==> src/rtl/lcg_stream_if.sv <==
// Seed-load and result handshake bundle for lcg_stream.
// The slave modport is the generator side; the master modport is the consumer/controller side.
interface lcg_stream_if #(
    parameter int WIDTH = 32
);
    logic             seed_valid;
    logic [WIDTH-1:0] seed;
    logic             out_valid;
    logic             out_ready;
    logic [WIDTH-1:0] out_value;
    logic             busy;

    modport master (
        output seed_valid, seed, out_ready,
        input  out_valid, out_value, busy
    );

    modport slave (
        input  seed_valid, seed, out_ready,
        output out_valid, out_value, busy
    );
endinterface

==> src/rtl/lcg_stream.sv <==
// Free-running linear congruential generator: X <= (a*X + c) mod m, reduced bit-serially.
// Optional macro LCG_COUNT_EN adds a 32-bit accept_count output.
//
// state | meaning
// MUL   | latch modulus, form P = a*X + c, arm the reduction counter
// RED   | restoring reduction of P, one bit of P per cycle, MSB first
// HOLD  | result valid, waiting for the consumer to accept it
module lcg_stream #(
    parameter int          WIDTH        = 32,
    parameter int unsigned DEFAULT_SEED = 96
) (
    input  logic             CLK,
    input  logic             RST_N,
    input  logic [WIDTH-1:0] MODULUS,
    input  logic [WIDTH-1:0] MULTIPLIER,
    input  logic [WIDTH-1:0] INCREMENT,
    lcg_stream_if.slave      io
`ifdef LCG_COUNT_EN
    ,
    output logic [31:0]      accept_count
`endif
);

    localparam int PW = 2 * WIDTH + 1;
    localparam int MW = WIDTH + 2;
    localparam int CW = $clog2(PW);

    typedef enum logic [1:0] {
        MUL  = 2'd0,
        RED  = 2'd1,
        HOLD = 2'd2
    } state_t;

    state_t           state_q, state_d;
    logic [WIDTH-1:0] x_q, x_d;
    logic [WIDTH-1:0] m_q, m_d;
    logic [PW-1:0]    p_q, p_d;
    logic [WIDTH:0]   r_q, r_d;
    logic [CW-1:0]    cnt_q, cnt_d;
    logic             out_valid_q, out_valid_d;
    logic [WIDTH-1:0] out_value_q, out_value_d;
    logic             busy_q, busy_d;

    logic             accept;
    logic [MW-1:0]    trial;
    logic [MW-1:0]    m_ext;
    logic [WIDTH:0]   red_r;

    assign accept = out_valid_q & io.out_ready;

    // m == 0 stands for 2^WIDTH, so the reduction simply drops the top bit
    always_comb begin
        trial = {r_q, p_q[PW-1]};
        m_ext = (m_q == '0) ? (MW'(1) << WIDTH) : MW'(m_q);
        red_r = (trial >= m_ext) ? (WIDTH+1)'(trial - m_ext) : trial[WIDTH:0];
    end

    always_comb begin
        state_d     = state_q;
        x_d         = x_q;
        m_d         = m_q;
        p_d         = p_q;
        r_d         = r_q;
        cnt_d       = cnt_q;
        out_valid_d = out_valid_q;
        out_value_d = out_value_q;

        unique case (state_q)
            MUL: begin
                m_d     = MODULUS;
                p_d     = PW'(MULTIPLIER) * PW'(x_q) + PW'(INCREMENT);
                r_d     = '0;
                cnt_d   = CW'(PW - 1);
                state_d = RED;
            end
            RED: begin
                r_d = red_r;
                p_d = p_q << 1;
                if (cnt_q == '0) begin
                    out_valid_d = 1'b1;
                    out_value_d = red_r[WIDTH-1:0];
                    state_d     = HOLD;
                end else begin
                    cnt_d = cnt_q - CW'(1);
                end
            end
            HOLD: begin
                if (accept) begin
                    x_d         = out_value_q;
                    out_valid_d = 1'b0;
                    state_d     = MUL;
                end
            end
            default: state_d = MUL;
        endcase

        // A seed load overrides everything, including a same-cycle accept
        if (io.seed_valid) begin
            x_d         = io.seed;
            out_valid_d = 1'b0;
            state_d     = MUL;
        end

        busy_d = (state_d != HOLD);
    end

    always_ff @(posedge CLK or negedge RST_N) begin
        if (!RST_N) begin
            state_q     <= MUL;
            x_q         <= WIDTH'(DEFAULT_SEED);
            m_q         <= '0;
            p_q         <= '0;
            r_q         <= '0;
            cnt_q       <= '0;
            out_valid_q <= 1'b0;
            out_value_q <= '0;
            busy_q      <= 1'b0;
        end else begin
            state_q     <= state_d;
            x_q         <= x_d;
            m_q         <= m_d;
            p_q         <= p_d;
            r_q         <= r_d;
            cnt_q       <= cnt_d;
            out_valid_q <= out_valid_d;
            out_value_q <= out_value_d;
            busy_q      <= busy_d;
        end
    end

    assign io.out_valid = out_valid_q;
    assign io.out_value = out_value_q;
    assign io.busy      = busy_q;

`ifdef LCG_COUNT_EN
    logic [31:0] accept_count_q, accept_count_d;

    always_comb begin
        accept_count_d = accept_count_q + 32'(accept);
    end

    always_ff @(posedge CLK or negedge RST_N) begin
        if (!RST_N) begin
            accept_count_q <= '0;
        end else begin
            accept_count_q <= accept_count_d;
        end
    end

    assign accept_count = accept_count_q;
`endif

endmodule

==> src/flat_wrapper.sv <==
// flat-port wrapper written by rule: the top's interface ports become plain ports
module lcg_stream_flat 
#(
    parameter int          WIDTH        = 32,
    parameter int unsigned DEFAULT_SEED = 96
)
  (CLK, RST_N, MODULUS, MULTIPLIER, INCREMENT, io_seed_valid, io_seed, io_out_ready, io_out_valid, io_out_value, io_busy);
  lcg_stream_if #(.WIDTH(WIDTH)) io_i ();
  input  logic CLK;
  input  logic RST_N;
  input  logic [WIDTH-1:0] MODULUS;
  input  logic [WIDTH-1:0] MULTIPLIER;
  input  logic [WIDTH-1:0] INCREMENT;
  input wire logic [$bits(io_i.seed_valid)-1:0] io_seed_valid;
  input wire logic [$bits(io_i.seed)-1:0] io_seed;
  input wire logic [$bits(io_i.out_ready)-1:0] io_out_ready;
  output wire logic [$bits(io_i.out_valid)-1:0] io_out_valid;
  output wire logic [$bits(io_i.out_value)-1:0] io_out_value;
  output wire logic [$bits(io_i.busy)-1:0] io_busy;
  assign io_i.seed_valid = io_seed_valid;
  assign io_i.seed = io_seed;
  assign io_i.out_ready = io_out_ready;
  assign io_out_valid = io_i.out_valid;
  assign io_out_value = io_i.out_value;
  assign io_busy = io_i.busy;
  lcg_stream #(.WIDTH(WIDTH), .DEFAULT_SEED(DEFAULT_SEED)) u_core (.CLK(CLK), .RST_N(RST_N), .MODULUS(MODULUS), .MULTIPLIER(MULTIPLIER), .INCREMENT(INCREMENT), .io(io_i));
endmodule
==> config.mk <==
export PLATFORM = sky130hd
export DESIGN_NAME = lcg_stream_flat
export DESIGN_NICKNAME = d
export VERILOG_FILES = /design/src/rtl/lcg_stream_if.sv /design/src/rtl/lcg_stream.sv /design/src/flat_wrapper.sv
export SDC_FILE = /design/constraint.sdc
export NUM_CORES = 2
export LEC_CHECK = 0
export CORE_ASPECT_RATIO = 0.8
export CORE_MARGIN = 2
export CORE_UTILIZATION = 40
export CTS_CLUSTER_SIZE = 8
export DETAILED_ROUTE_END_ITERATION = 12
export REMOVE_ABC_BUFFERS = 1
export SETUP_SLACK_MARGIN = 0.5
export SLEW_MARGIN = 20
export SYNTH_ARGS = -nofsm -noshare
export SYNTH_HDL_FRONTEND = slang
export SYNTH_SLANG_ARGS = --single-unit
export TNS_END_PERCENT = 100
==> constraint.sdc <==
create_clock -name CLK -period 7.2 [get_ports CLK]
set_input_delay 1.44 -clock CLK [delete_from_list [all_inputs] [get_ports CLK]]
set_output_delay 1.44 -clock CLK [all_outputs]
set_load 0.01 [all_outputs]
==> results.env <==
FINAL.SETUP.WORST_SLACK_NS=-0.871
WORST_HOLD_SLACK_NS=0.477
MAPPED_AVG_CELL_AREA_UM2=9.09
USE_MET1_PCT=36.8
YOSYS.CELL_TYPES.COUNT=78
FLOORPLAN.DIE.WIDTH_UM=380
CTS.HOLD.BUFFERS_ADDED=0
TIMING.CRITICAL_PATH.FROM_TYPE='input pin'
RSZ_0062_RAISED_AFTER_GLOBAL_ROUTING='yes'
SYNTH-ASYNC-RESET-RATIO_PCT=100
REPORT.FINAL.HOLD_VIOL_COUNT=0
IO_BUFFERS=165
SYNTH_WARN=0
AREAGROWTHSYNTHTOFINISH_PCT=25.8
DETAILEDROUTE.FIRSTITERATIONVIOLATIONS=2613
R2R.WORST_PATH.CELLS=25
SEQUENTIAL_CELL_AREA_FRACTION_IN_THE_YOSYS_REPORT_PCT=11.4
GLOBAL_ROUTE_MET2_UTILIZATION_PCT=40.6
CTS.HTREE.LEVELS=1
DATA_ARRIVAL_CRITICAL_PATH_NS=8.51
UTILIZATION_PCT=50.6
CP.REQUIRED_NS=7.63
NUM-NETS-FINAL=6877
DPL_WORST_SLACK_NS=-2.11
CTS_ROOT_BUF='sky130_fd_sc_hd__clkbuf_16'
PLACEABLECOREAREA_UM2=112000
CRITPATHKIND='input pin to flip-flop'
GRT_FIRST_PASS_WIRELENGTH_MM=229
HPWLAFTERDP_MM=113
REGTOREGENDPOINT='u_core.p_q[57]$_DFFE_PN0P_'
GRT-BUSIEST-LAYER='met2'
CRITICAL_PATH.MAX_FANOUT=7
TIMING.HOLD.WORST.CLASS='flip-flop to flip-flop'
RUN_STATUS='finished with violations'
NUMBER_OF_SYNTHESIZED_FLOPS_WITH_AN_ENABLE_PIN=0
FINAL.MIN_CLOCK_PERIOD_NS=8.07
CTS.PATH.MAX_BUFFERS=3
DIE_AREA_UM2=116000
WORST-SLEW-PIN-TRANSITION_NS=1.10
GRT.OVERFLOW.TOTAL=0
MET3_USAGE_PCT=4.21
FILLCELLCOUNT=10500
MOSTFREQUENTLAYOUTCELL='sky130_fd_sc_hd__inv_1'
PIN_COUNT_OF_THE_BIGGEST_NET_ENTERING_GLOBAL_ROUTING=91
DRT_PRE_ANTENNA_ITERS=6
FMAX_MHz=124
R2R_SLACK_NS=-0.56
SYNTH-SEQ-CELLS=205
VIAS=36000
FLOORPLAN.INITIALDENSITY_PCT=40.2
CLOCK-SINKS=205
CLKTRANSATPATHREGS_NS=0.05
MIN_PATH_CELLS=1
FAILED_CHECKS='negative setup slack'
VIA_COUNT_OF_THE_FIRST_GLOBAL_ROUTING_PASS=38500
WORSTHOLDSTART='u_core.p_q[31]$_DFFE_PN0P_'
SYNTH_FF_TYPE='sky130_fd_sc_hd__dfrtp_1'
DRT_WL_TOTAL_MM=146
CHIPHEIGHT_UM=305
GPL.FINAL_WEIGHTED_CONGESTION=0.907
POST_SYNTH_INSTANCE_AREA_UM2=45200
GRT.TOTAL_USAGE_PCT=25.6
FIN_WORST_SKEW_NS=0.0252
DRC=0
TIMING.CRITICAL_PATH.TO_TYPE='flip-flop'
WORST_HOLD_PATH.ENDPOINT='u_core.p_q[31]$_DFFE_PN0P_'
NETLIST.AREA_LEADER.SHARE_PCT=41.2
DRTANTENNAVIOLNETS=0
SYNTHDOMINANTAREACELLTYPE='sky130_fd_sc_hd__fa_1'
MIN_PERIOD_OVER_PERIOD_PCT=112
CLK-INSERTION-DELAY-LATE_NS=0.56
WL_PER_CELL_UM=20.8
IO_PINS=166
TIMING.MAX_SLEW.REL_SLACK_PCT=25.8
FINAL-MAX-SLEW-VIOLATION-COUNT=0
DRV_CAP=0
LAYOUT-DRIVE-GT1-SHARE_PCT=19.6
GRT_ANTENNA_BEFORE_REPAIR=10
TRITONCTS='done'
FINALSETUPVIOLATIONS=50
VIA_TO_CELL_RATIO=5.11
CTS_INSERTED_BUFFERS=30
SYNTHESIS.INSTANCES=4973
LAYOUT_COMMON_CELLS='sky130_fd_sc_hd__inv_1 (959), sky130_fd_sc_hd__fa_1 (895), sky130_fd_sc_hd__nand2_1 (646)'
POST_SYNTH_MAIN_AREA_CONTRIBUTORS='sky130_fd_sc_hd__fa_1 (41%), sky130_fd_sc_hd__dfrtp_1 (11%), sky130_fd_sc_hd__and2_1 (8.6%)'
RR_STARTPOINT='u_core.x_q[5]$_DFFE_PN1P_'
ROWS=110
-- worst max-delay path by stage --
stage | from | to | slack, ns | cells after the start
after CTS | MULTIPLIER[16] | u_core.p_q[57]$_DFFE_PN0P_ | -0.83 | 27
after global placement | MULTIPLIER[18] | u_core.p_q[57]$_DFFE_PN0P_ | -2.04 | 28
final | MULTIPLIER[16] | u_core.p_q[57]$_DFFE_PN0P_ | -0.87 | 28
after floorplan | MULTIPLIER[18] | u_core.p_q[61]$_DFFE_PN0P_ | -1.00 | 26
after detailed placement | MULTIPLIER[18] | u_core.p_q[57]$_DFFE_PN0P_ | -2.11 | 28
after global routing | MULTIPLIER[16] | u_core.p_q[57]$_DFFE_PN0P_ | -1.08 | 28
-- synthesized netlist by cell type, drive strengths merged (14+ instances only) --
cell type  instances
ha               303
o21bai            19
o22ai             19
a21o              60
nor4              15
nand4             28
xor2              30
nand3             19
inv             1019
fa               930
and2             618
nor3              25
mux2i             75
o21ai            188
dfrtp            203
o21a              42
o31ai             21
o211ai            22
buf               14
xnor2             49
clkbuf           280
and3              15
nor2              70
a21oi            119
nand2            665
-- critical path, stage by stage --
cell,delay (ns)
sky130_fd_sc_hd__clkdlybuf4s15_2,0.20
sky130_fd_sc_hd__buf_6,0.14
sky130_fd_sc_hd__buf_4,0.14
sky130_fd_sc_hd__and2_1,0.14
sky130_fd_sc_hd__fa_1,0.50
sky130_fd_sc_hd__fa_1,0.43
sky130_fd_sc_hd__fa_1,0.52
sky130_fd_sc_hd__inv_2,0.05
sky130_fd_sc_hd__fa_1,0.52
sky130_fd_sc_hd__inv_1,0.06
sky130_fd_sc_hd__fa_1,0.55
sky130_fd_sc_hd__fa_1,0.44
sky130_fd_sc_hd__fa_1,0.54
sky130_fd_sc_hd__inv_1,0.06
sky130_fd_sc_hd__fa_1,0.50
sky130_fd_sc_hd__inv_2,0.05
sky130_fd_sc_hd__ha_4,0.30
sky130_fd_sc_hd__nand2_2,0.07
sky130_fd_sc_hd__o21ai_4,0.18
sky130_fd_sc_hd__nor2_1,0.07
sky130_fd_sc_hd__a211o_1,0.30
sky130_fd_sc_hd__o21ai_4,0.28
sky130_fd_sc_hd__a31oi_4,0.16
sky130_fd_sc_hd__o41ai_4,0.34
sky130_fd_sc_hd__buf_4,0.18
sky130_fd_sc_hd__xnor2_2,0.10
sky130_fd_sc_hd__o21ai_1,0.07
sky130_fd_sc_hd__o21a_1,0.14
-- layout make-up --
cell class                      instances  area, um^2  share of cell area [%]
Timing Repair Buffer                  801        8240                    14.5
Tap cell                             1512        1890                    3.33
Antenna cell                            1        2.50                 0.00440
Clock buffer                           45         848                    1.49
Sequential cell                       205        5140                    9.04
Inverter                             1020        3830                    6.74
Multi-Input combinational cell       3454       36900                    64.9
Clock inverter                          1        7.51                  0.0132
-- sequential cells by signal, indices dropped and copies added (netlist names) --
signal and cells:
u_core.p_q 65, u_core.r_q 33, u_core.io.out_value 32, u_core.m_q 32
u_core.x_q 32, u_core.cnt_q 7, u_core.state_q 2, u_core.io.busy 1
u_core.io.out_valid 1
-- per-stage QoR --
step / std cells / instance area [um^2] / TNS (ns)
2_1_floorplan: 4679 / 44000 / -22.04
4_1_cts: 7004 / 55900 / -27.62
3_3_place_gp: 6840 / 52100 / -86.57
3_5_place_dp: 6840 / 52100 / -89.24
6_report: 7039 / 56800 / -30.46
5_1_grt: 7038 / 56800 / -41.62
-- cell families after synthesis --
kind of cell | count (synthesis) | synth area share (%)
xor+xnor | 79 | 1.53
mux | 87 | 1.97
buf+inv | 1314 | 11.0
fa+ha+maj | 1233 | 49.6
flops | 205 | 11.4
compound gates | 560 | 7.91
simple gates | 1495 | 16.6
-- routing by layer --
metal	share of wire (%)	wire length (um)
met1	45	65100
met2	45	66400
met3	7.2	10500
met4	2.8	4050
met5	0.028	41
-- what timing repair did --
item | 4_1_cts | 5_1_grt
cloned | 20 | 1
buffers inserted | 98 | 33
gates resized for setup | 560 | 148
endpoints found under the setup margin | 55 | 55
pin swaps | 283 | 146
Power is not shown: default switching activity piles up to over one toggle a cycle in this logic, so the estimate is an artifact.
